<file path="src/rtl/control_sequencer.sv">
// control_sequencer
// Hardwired Moore control unit for the bus-based CPU. Each instruction is
// fetched in T0-T2 and executed in T3-T7. The unit drives the register-field
// selects, the datapath strobes, the ALU op and the memory Read/Write handshake.
// The opcode is decoded from IR[31:27]. A HALT instruction parks the unit
// until the next reset.
//
// Ports
//   clk, reset          rising-edge clock; synchronous active-high reset
//   IR                  instruction register (only [31:27] is decoded)
//   CON                 branch-condition flag, sampled in br T6
//   mem_done            memory completes the pending Read/Write this cycle
//   Gra, Grb, Grc       register-field select masks (4'hF when active)
//   Rin, Rout, BAout    register-file strobes
//   PCout ... CONin     datapath strobes
//   Read, Write         memory request, held until mem_done
//   alu_op              0=ADD 1=SUB 2=AND 3=OR (0 when Zin is low)
//   run                 1 while sequencing, 0 when halted or in reset
//   illegal             one-cycle pulse in T3 for an unsupported opcode
//
// state | meaning
// ------+---------------------------------------------------------
// T0    | PC -> MAR, PC+1 -> Z
// T1    | Z -> PC, start instruction read (first cycle)
// T1W   | instruction read still waiting for mem_done
// T2    | MDR -> IR
// T3-T7 | execute steps, selected by opcode
// HALT  | parked, all strobes low, left only by reset
module control_sequencer #(
  parameter int OPW  = 5,
  parameter int ALUW = 4
) (
  input  logic            clk,
  input  logic            reset,
  input  logic [31:0]     IR,
  input  logic            CON,
  input  logic            mem_done,
  output logic [3:0]      Gra,
  output logic [3:0]      Grb,
  output logic [3:0]      Grc,
  output logic            Rin,
  output logic            Rout,
  output logic            BAout,
  output logic            PCout,
  output logic            PCin,
  output logic            IncPC,
  output logic            MARin,
  output logic            MDRin,
  output logic            MDRout,
  output logic            IRin,
  output logic            Yin,
  output logic            Zin,
  output logic            Zlowout,
  output logic            Cout,
  output logic            CONin,
  output logic            Read,
  output logic            Write,
  output logic [ALUW-1:0] alu_op,
  output logic            run,
  output logic            illegal
);

  localparam logic [OPW-1:0] OP_LD   = 5'b00000;
  localparam logic [OPW-1:0] OP_ST   = 5'b00010;
  localparam logic [OPW-1:0] OP_ADD  = 5'b00011;
  localparam logic [OPW-1:0] OP_SUB  = 5'b00100;
  localparam logic [OPW-1:0] OP_AND  = 5'b01001;
  localparam logic [OPW-1:0] OP_OR   = 5'b01010;
  localparam logic [OPW-1:0] OP_ADDI = 5'b01011;
  localparam logic [OPW-1:0] OP_ANDI = 5'b01100;
  localparam logic [OPW-1:0] OP_ORI  = 5'b01101;
  localparam logic [OPW-1:0] OP_BR   = 5'b10010;
  localparam logic [OPW-1:0] OP_NOP  = 5'b11001;
  localparam logic [OPW-1:0] OP_HALT = 5'b11010;

  localparam logic [ALUW-1:0] ALU_ADD = 4'd0;
  localparam logic [ALUW-1:0] ALU_SUB = 4'd1;
  localparam logic [ALUW-1:0] ALU_AND = 4'd2;
  localparam logic [ALUW-1:0] ALU_OR  = 4'd3;

  typedef enum logic [3:0] {
    S_T0, S_T1, S_T1W, S_T2, S_T3, S_T4, S_T5, S_T6, S_T7, S_HALT
  } state_t;

  state_t state, state_nxt;

  logic [OPW-1:0] opcode;
  logic           is_alu, is_imm, is_ld, is_st, is_br, is_nop, is_halt, legal;
  logic [ALUW-1:0] alu_sel;
  logic           unused_ir;

  assign opcode    = IR[31:32-OPW];
  assign unused_ir = ^IR[31-OPW:0];

  assign is_alu  = (opcode == OP_ADD) || (opcode == OP_SUB) ||
                   (opcode == OP_AND) || (opcode == OP_OR);
  assign is_imm  = (opcode == OP_ADDI) || (opcode == OP_ANDI) || (opcode == OP_ORI);
  assign is_ld   = (opcode == OP_LD);
  assign is_st   = (opcode == OP_ST);
  assign is_br   = (opcode == OP_BR);
  assign is_nop  = (opcode == OP_NOP);
  assign is_halt = (opcode == OP_HALT);
  assign legal   = is_alu || is_imm || is_ld || is_st || is_br || is_nop || is_halt;

  // Register and immediate forms share the same ALU function mapping.
  always_comb begin
    alu_sel = ALU_ADD;
    case (opcode)
      OP_SUB:          alu_sel = ALU_SUB;
      OP_AND, OP_ANDI: alu_sel = ALU_AND;
      OP_OR,  OP_ORI:  alu_sel = ALU_OR;
      default:         alu_sel = ALU_ADD;
    endcase
  end

  always_ff @(posedge clk) begin
    if (reset) state <= S_T0;
    else       state <= state_nxt;
  end

  always_comb begin
    state_nxt = state;
    case (state)
      S_T0:   state_nxt = S_T1;
      S_T1,
      S_T1W:  state_nxt = mem_done ? S_T2 : S_T1W;
      S_T2:   state_nxt = S_T3;
      S_T3: begin
        if (is_halt)                                      state_nxt = S_HALT;
        else if (is_alu || is_imm || is_ld || is_st || is_br) state_nxt = S_T4;
        else                                              state_nxt = S_T0;
      end
      S_T4:   state_nxt = S_T5;
      S_T5:   state_nxt = (is_ld || is_st || is_br) ? S_T6 : S_T0;
      S_T6: begin
        if (is_ld)      state_nxt = mem_done ? S_T7 : S_T6;
        else if (is_st) state_nxt = S_T7;
        else            state_nxt = S_T0;
      end
      S_T7: begin
        if (is_st) state_nxt = mem_done ? S_T0 : S_T7;
        else       state_nxt = S_T0;
      end
      S_HALT: state_nxt = S_HALT;
      default: state_nxt = S_T0;
    endcase
  end

  // Reset overrides the whole decode so strobes drop in the same cycle,
  // even in the middle of a memory wait.
  always_comb begin
    Gra = 4'h0; Grb = 4'h0; Grc = 4'h0;
    Rin = 1'b0; Rout = 1'b0; BAout = 1'b0;
    PCout = 1'b0; PCin = 1'b0; IncPC = 1'b0; MARin = 1'b0;
    MDRin = 1'b0; MDRout = 1'b0; IRin = 1'b0; Yin = 1'b0; Zin = 1'b0;
    Zlowout = 1'b0; Cout = 1'b0; CONin = 1'b0;
    Read = 1'b0; Write = 1'b0;
    alu_op = ALU_ADD; run = 1'b0; illegal = 1'b0;
    if (!reset) begin
      run = (state != S_HALT);
      case (state)
        S_T0: begin
          PCout = 1'b1; MARin = 1'b1; IncPC = 1'b1; Zin = 1'b1; alu_op = ALU_ADD;
        end
        S_T1: begin
          Zlowout = 1'b1; PCin = 1'b1; Read = 1'b1; MDRin = mem_done;
        end
        // PC was already loaded on the first T1 cycle; only the read is held.
        S_T1W: begin
          Zlowout = 1'b1; Read = 1'b1; MDRin = mem_done;
        end
        S_T2: begin
          MDRout = 1'b1; IRin = 1'b1;
        end
        S_T3: begin
          if (is_alu || is_imm) begin
            Grb = 4'hF; Rout = 1'b1; Yin = 1'b1;
          end else if (is_ld || is_st) begin
            Grb = 4'hF; BAout = 1'b1; Yin = 1'b1;
          end else if (is_br) begin
            Gra = 4'hF; Rout = 1'b1; CONin = 1'b1;
          end else if (!legal) begin
            illegal = 1'b1;
          end
        end
        S_T4: begin
          if (is_alu) begin
            Grc = 4'hF; Rout = 1'b1; Zin = 1'b1; alu_op = alu_sel;
          end else if (is_imm) begin
            Cout = 1'b1; Zin = 1'b1; alu_op = alu_sel;
          end else if (is_ld || is_st) begin
            Cout = 1'b1; Zin = 1'b1; alu_op = ALU_ADD;
          end else if (is_br) begin
            PCout = 1'b1; Yin = 1'b1;
          end
        end
        S_T5: begin
          if (is_alu || is_imm) begin
            Zlowout = 1'b1; Gra = 4'hF; Rin = 1'b1;
          end else if (is_ld || is_st) begin
            Zlowout = 1'b1; MARin = 1'b1;
          end else if (is_br) begin
            Cout = 1'b1; Zin = 1'b1; alu_op = ALU_ADD;
          end
        end
        S_T6: begin
          if (is_ld) begin
            Read = 1'b1; MDRin = mem_done;
          end else if (is_st) begin
            Gra = 4'hF; Rout = 1'b1; MDRin = 1'b1;
          end else if (is_br && CON) begin
            Zlowout = 1'b1; PCin = 1'b1;
          end
        end
        S_T7: begin
          if (is_ld) begin
            MDRout = 1'b1; Gra = 4'hF; Rin = 1'b1;
          end else if (is_st) begin
            Write = 1'b1;
          end
        end
        default: ;
      endcase
    end
  end

endmodule

</file>
<file path="config.mk">
export PLATFORM = sky130hd
export DESIGN_NAME = control_sequencer
export DESIGN_NICKNAME = d
export VERILOG_FILES = /design/src/rtl/control_sequencer.sv
export SDC_FILE = /design/constraint.sdc
export NUM_CORES = 1
export LEC_CHECK = 0
export CORE_MARGIN = 2
export CORE_UTILIZATION = 33
export DETAILED_ROUTE_END_ITERATION = 12
export PLACE_DENSITY = 0.82
export SLEW_MARGIN = 20
export SYNTH_ARGS = -nofsm -noshare
export SYNTH_HDL_FRONTEND = slang
export SYNTH_SLANG_ARGS = --single-unit
</file>
<file path="constraint.sdc">
create_clock -name clk -period 1.7 [get_ports clk]
set_clock_uncertainty 0.2 [all_clocks]
set_input_delay 0.17 -clock clk [delete_from_list [all_inputs] [get_ports clk]]
set_output_delay 0.17 -clock clk [all_outputs]
set_load 0.02 [all_outputs]
</file>
After elaboration in Yosys (flattened, before gate mapping)
Cells that the tools add are included.

word-level totals
  bits in registers = 4
  input bits = 36

operators by class
  equal/unequal tests = 21
  mux-type cells = 93
  reduce and logical (&&, ||, !) cells = 19

operator list
  operator                                                          number
  4-bit two-way mux                                                 25
  1-bit two-way mux                                                 51
  4-bit case mux with 9 select lines                                1
  5-bit by 4-bit == test with 1-bit output (second input constant)  5
  1-bit case mux with 2 select lines                                9
  4-bit by 3-bit == test with 1-bit output (second input constant)  4
  4-bit case mux with 4 select lines                                1
  5-bit == test (second input constant)                             3
  1-bit logical OR                                                  13
  5-bit by 2-bit == test with 1-bit output (second input constant)  2
  1-bit case mux with 3 select lines                                3
  4-bit by 2-bit == test with 1-bit output (second input constant)  2
  4-bit == test (second input constant)                             2
  3-bit two-way mux                                                 2
  2-bit case mux with 3 select lines                                1
  2-bit OR reduction                                                3
  5-bit by 3-bit == test with 1-bit output (second input constant)  1
  5-bit logical NOT                                                 1
  4-bit by 1-bit == test with 1-bit output (second input constant)  1
  4-bit logical NOT                                                 1
  4-bit inequality test (second input constant)                     1
  1-bit logical AND                                                 1

Depth between registers and ports, before layout
  depth after elaboration = 16
  gate-level depth with buffers = 6

Worst setup path before layout
OpenSTA, ideal clock, no wires.

  path kind = register to output
  from = register state[3]
  to = output port Gra[1]
  data arrival time = 1.825 ns
  required time = 1.330 ns
  path slack = -0.495 ns
  stages on the path, launching flop included = 7
  path buffers = 2
  cells stage by stage = dfxtp_1 > buf_2 > or3b_1 > a21oi_1 > a21oi_1 > a311oi_2 > buf_4

on the way
  word-level cells in the longest chain between the ends = 3

ends and longest elaborated chain
  element                                                                           RTL line  source
  from (decl)                                                                       85        state_t state, state_nxt;
  from (signal assigned)                                                            118       else state <= state_nxt;
  4-bit == test / 4-bit by 3-bit == test with 1-bit output (equally long branches)  161       case (state)
  4-bit case mux with 4 select lines (*)                                            161
  4-bit two-way mux (*)                                                             159       if (!reset) begin
  to (decl)                                                                         38        output logic [3:0] Gra,

Mark *: on every way between the ends. The rest lies on a longest branch, timed or not.

Final worst setup path
  from = register state[3]
  to = output port Gra[0]

The elaborated chain is that of the path after synthesis.

==> impl_metrics.json <==
{
  "synth_top_area_cell": "buf_4",
  "clock-root-buffer": "clkbuf_4",
  "crit_top_cell": "buf_6",
  "die_area_um2": 3720,
  "period_minus_slack_ps": 2110,
  "cts_tree": "built",
  "critical-path-slowest-cell": "dfxtp_4",
  "hpwl_um": 3470,
  "netlist_instances": 174,
  "netlist.area_leader.share_pct": 7.70,
  "die_y_um": 61,
  "setup_viol": 34,
  "viasPerCell": 5.88,
  "cts_inserted_buffers": 3,
  "path_buf_inv": 2,
  "initial_core_util_pct": 34.8,
  "min_period_over_period_pct": 124,
  "cp.arrival_ps": 1740,
  "cap_violations": 0,
  "htree_levels": 1,
  "async_flop_share_pct": 0,
  "clockBufferDepth": 2,
  "timing.final.ws_setup_ps": -406,
  "worstPathRequired_ps": 1330,
  "synth_edf_count": 0,
  "fin_util_pct": 80.2,
  "cp-startpoint": "state[3]$_SDFF_PP0_",
  "num_rows": 20,
  "crit_chain": "nand2b_2 -> nor2_2 -> nand3b_1 -> a311oi_4 -> buf_6 -> buf_6",
  "wl_per_cell_um": 19.2,
  "holdCritPathClass": "input pin to flop",
  "antenna_found_initial": 0,
  "p_leak_nw": 1.05,
  "timing.fmax_mhz": 475,
  "status": "finished, violations left",
  "worstSetupPathType": "flop to output port",
  "vias": 1841,
  "die_x_um": 61,
  "final_area_um2": 2470,
  "num_antenna_cells": 0,
  "p_per_area_nw_per_um2": 402,
  "grt_pass1_vias": 1736,
  "grt_max_degree": 18,
  "area_delta_synth_final_pct": 130,
  "synth_area_um2": 1070,
  "nets": 307,
  "clkSinkCount": 4,
  "critPathTopFamily": "simple AND/OR/NAND/NOR gates",
  "reg_top3": "state: 4 flops",
  "place.gp.congestion": 0.999,
  "synth.distinct_cells": 43,
  "io_pins": 71,
  "overflow": 0,
  "dr.pass1.iters": 4,
  "rsz0062_at_grt": "true",
  "ys_seq_area_share_pct": 7.47,
  "syn_area_per_cell_um2": 6.16,
  "clk_pin_slew_ps": 50,
  "largest_reg_flops": 4,
  "maxSlewViolCount": 0,
  "end_kind": "output port",
  "drtIter0Drc": 133,
  "numPortBuffers": 41,
  "reg2reg_from": "state[1]$_SDFF_PP0_",
  "postPlaceCellArea_um2": 1960,
  "drive_gt1_share_pct": 71.0,
  "synth.ff_latch_count": 4,
  "grt_pass1_wl_um": 8830,
  "ant_nets": 0,
  "ir_drop_mv": 0.205,
  "cp-start-kind": "flop",
  "violations": "negative setup slack",
  "ctsHoldBuffers": 0,
  "synthFlopType": "dfxtp_1",
  "clk_latency_ps": 250,
  "max_stage_delay_ps": 350,
  "drc": 0,
  "yosys_warnings": 0,
  "min_from": "IR[29]",
  "cp_max_fo": 5,
  "top_register": "state",
  "wl_um": 6020,
  "finalHoldViolations": 0,
  "core_um2": 3080,
  "grtUsageTotal_pct": 32.1,
  "ys_top_cells_by_area": "buf_4, nor2_1, dfxtp_1, a21oi_1, nand2b_1"
}
[placed cells by master, fill, tap and decap left out, drive strengths merged, types with 3 or more instances in the layout]
cell type	n
a21oi	13
nor2	22
nand3	4
and2	3
nor3	11
inv	5
nor3b	3
a31oi	4
and3	3
buf	115
a22oi	3
o21ai	9
dfxtp	4
o21bai	4
nor2b	6
o32ai	4
nand2b	8
a211oi	5
nand2	9
nor4	5
clkbuf	3
[metal layers]
| metal | vias up | global-route usage (%) | part of all wire (%) |
|---|---|---|---|
| met1 | 886 | 39.7 | 38 |
| met2 | 107 | 51.9 | 50 |
| met5 | - | 0 | 0 |
| li1 | 810 | - | - |
| met3 | 38 | 4.69 | 6.1 |
| met4 | 0 | 20.5 | 6.5 |
[Yosys cell counts (2+ instances only)]
library cell and count:
buf_4 11, a41oi_1 2, a21oi_1 13, nor3_1 8
nor3b_1 3, o32ai_1 4, inv_1 5, nand2b_1 8
a211oi_1 4, nor2_1 22, o21ai_0 6, dfxtp_1 4
o21a_1 2, nor4_1 5, a22oi_1 3, o21ai_1 3
clkbuf_1 11, o22ai_1 2, nand3_1 4, nor2b_1 6
nor3_2 3, a31oi_1 4, and3_1 3, o21bai_1 4
buf_2 6, nand2_1 9, and2_1 3
[repair_timing]
action / CTS / global route
buffers inserted: 13 / 3
setup endpoints to repair: 37 / 34
pin swaps: 17 / 10
gates resized for setup: 250 / 44
[final timing paths]
kind,end,slack (ps),cells past startpoint
hold reg to reg,state[1]$_SDFF_PP0_,500,2
setup / recovery,Gra[0],-410,6
hold / removal,state[1]$_SDFF_PP0_,330,6
setup reg to reg,state[3]$_SDFF_PP0_,10,6
[power breakdown]
part / internal (mW) / switching, mW / total, mW
clock network: 0.0797 / 0.0503 / 0.130
registers: 0.103 / 0.0258 / 0.129
logic: 0.351 / 0.382 / 0.733
total: 0.533 / 0.458 / 0.992
[kinds of logic after synthesis]
kind of cell | count (synthesis) | share of synthesized area, %
XOR/XNOR | 2 | 1.63
other | 1 | 0.350
buffers and inverters | 33 | 16.1
flip-flops | 4 | 7.47
AND/OR/NAND/NOR | 80 | 39.9
AO/OA/AOI/OAI | 54 | 34.5
[per-stage QoR]
stage	setup WS [ps]	std cells	hold slack, ps	TNS [ps]	total power, mW
finish	-406	313	328	-9250	0.992
CTS	-338	311	300	-7250	0.858
floorplan	-352	175	174	-1590	0.387
global placement	-1090	295	401	-30690	0.635
global route	-477	313	349	-11030	1.04
detailed placement	-1110	295	441	-31900	0.647
[tightest hold or removal path, cell delays in order]
cell,delay (ps)
buf_8,70
or4_4,140
buf_6,150
nor3_2,60
nand2_1,80
a211oi_2,70
[layout make-up]
cell class,instances,area (µm²)
Fill cell,188,609
Sequential cell,4,92.6
Inverter,5,18.8
Tap cell,44,55.1
Multi-Input combinational cell,138,1260
Clock buffer,3,22.5
Timing Repair Buffer,119,1020
Power figures use the tool's default switching activity.
==> RTL edit: new RTL, same settings <==
`OPW`: 5 -> 10.
--- a/src/rtl/control_sequencer.sv
+++ b/src/rtl/control_sequencer.sv
@@ -27,7 +27,7 @@
 // T3-T7 | execute steps, selected by opcode
 // HALT  | parked, all strobes low, left only by reset
 module control_sequencer #(
-  parameter int OPW  = 5,
+  parameter int OPW  = 10,
   parameter int ALUW = 4
 ) (
   input  logic            clk,
Check against the original RTL: not equivalent (Yosys sat finds a counterexample within 4 cycles, from zero or initial values and one cycle with reset high).
==> RTL edit against the unedited design <==
- the flow still finishes with violations (setup timing)
- sequential power shrank 7%
- core utilization grew 5.7 points
- design area grew 18%
- worst setup slack lost 260 ps
- wire length grew 51%
- sequential cell count is the same
- power grew 12%
- via count grew 29%
- non-clock buffer count grew 26
- global-route usage shrank 2.4 points
- synthesized area grew 11%
- highest routed layer unchanged
==> RTL edit: results (changes against the unedited design) <==
- Largest regs: state (4)
- Hold Crit Depth: 5 (-1)
- Yosys cell types: 57 (+33%)
- Largest net degree at the start of global routing: 14 (-4)
- Finished Layout Cells: 350 (+12%)
- Clock latency on the worst-skew pair: 230 ps (-20 ps)
- Post-CTS Resized: 264 (+5.6%)
- Setup WS pre-CTS: -1330 ps (-216 ps)
- WL met3: 1090 µm (+200%)
- Vias in the first global route: 1,953 (+13%)
- Compound-Gate Fraction of Synth Area: 31.4% (-3.1 points)
- Wire length of the first global-routing pass: 9720 µm (+10%)
- Met1 WL: 3060 µm (+35%)
- I/O Buffers: 46 (+12%)
- Setup tns final: -14,380 ps (-5120 ps)
- Met1 usage: 35.3% (-4.4 points)
- Synth top area cells: nor2_1, buf_4, dfxtp_1, o21ai_0, a31oi_1
- 1st-iter DRT viols: 322 (+140%)
- Multiplexer area fraction after synthesis: 1.68% (+1.7 points)
- Post-CTS Setup Bufs: 15 (+2)
- CP Data Arrival Time: 2000 ps (+260 ps)
- Failing checks: setup timing
- Commonest cells post-synth: nor2_1, nand2_1, buf_4
- GRT Total Usage: 29.7% (-2.4 points)
- Peak supply drop: 0.443 mV (+120%)
- HP Class: input pin to register
- DP Area: 2230 µm² (+14%)
- Inst Count DP: 324 (+9.8%)
- GP Congestion: 1.01 (+1.6%)
- DRT Pass-1 Iters: 5 (+1)
- Final setup viols: 37 (+8.8%)
- Post-DP HPWL: 3890 µm (+12%)
- M2 GR Usage: 54.6% (+2.6 points)
- Status: finished with violations
- Worst setup margin: -665 ps (-259 ps)
- Final wirelength: 9080 µm (+51%)
- Layout cells sized above 1: 72.4% (+1.4 points)
- Met3 GRT Util: 1.94% (-2.8 points)
- Post-synthesis xor/xnor area fraction: 2.21% (+0.57 points)
- Metal2 WL: 4110 µm (+37%)
- Critical Path Fanout Max: 4 (-1)
- Layout Nets: 342 (+11%)
==> RTL edit: cell type report <==
cell class | instances | area, µm² | area share, %
inverters | 5 | 23.8 | 0.816
repair buffers | 145 | 1280 | 43.8
clock buffers | 3 | 22.5 | 0.773
multi-input cells | 147 | 1440 | 49.4
well taps | 46 | 57.6 | 1.98
flip-flops and latches | 4 | 92.6 | 3.18
==> RTL edit: power breakdown <==
part	leakage [nW]	internal, W	switching [W]
logic	1.13	0.000399	0.000471
registers	0.0352	0.000104	0.0000157
clock network	0.0138	0.0000788	0.0000369
==> RTL edit: path summary, 6_finish.rpt <==
kind | startpoint | endpoint | slack (ps)
setup / recovery | state[1] | Gra[1] | -670
hold / removal | IR[29] | state[3] | 330
hold reg to reg | state[0] | state[2] | 530
setup reg to reg | state[2] | state[1] | -320
==> RTL edit: critical path, stage by stage (launching register included) <==
cell and delay, ps:
dfxtp_4 350, or2_4 270, buf_6 120, mux2i_1 170
nand4_1 160, a2111oi_4 460, buf_4 230
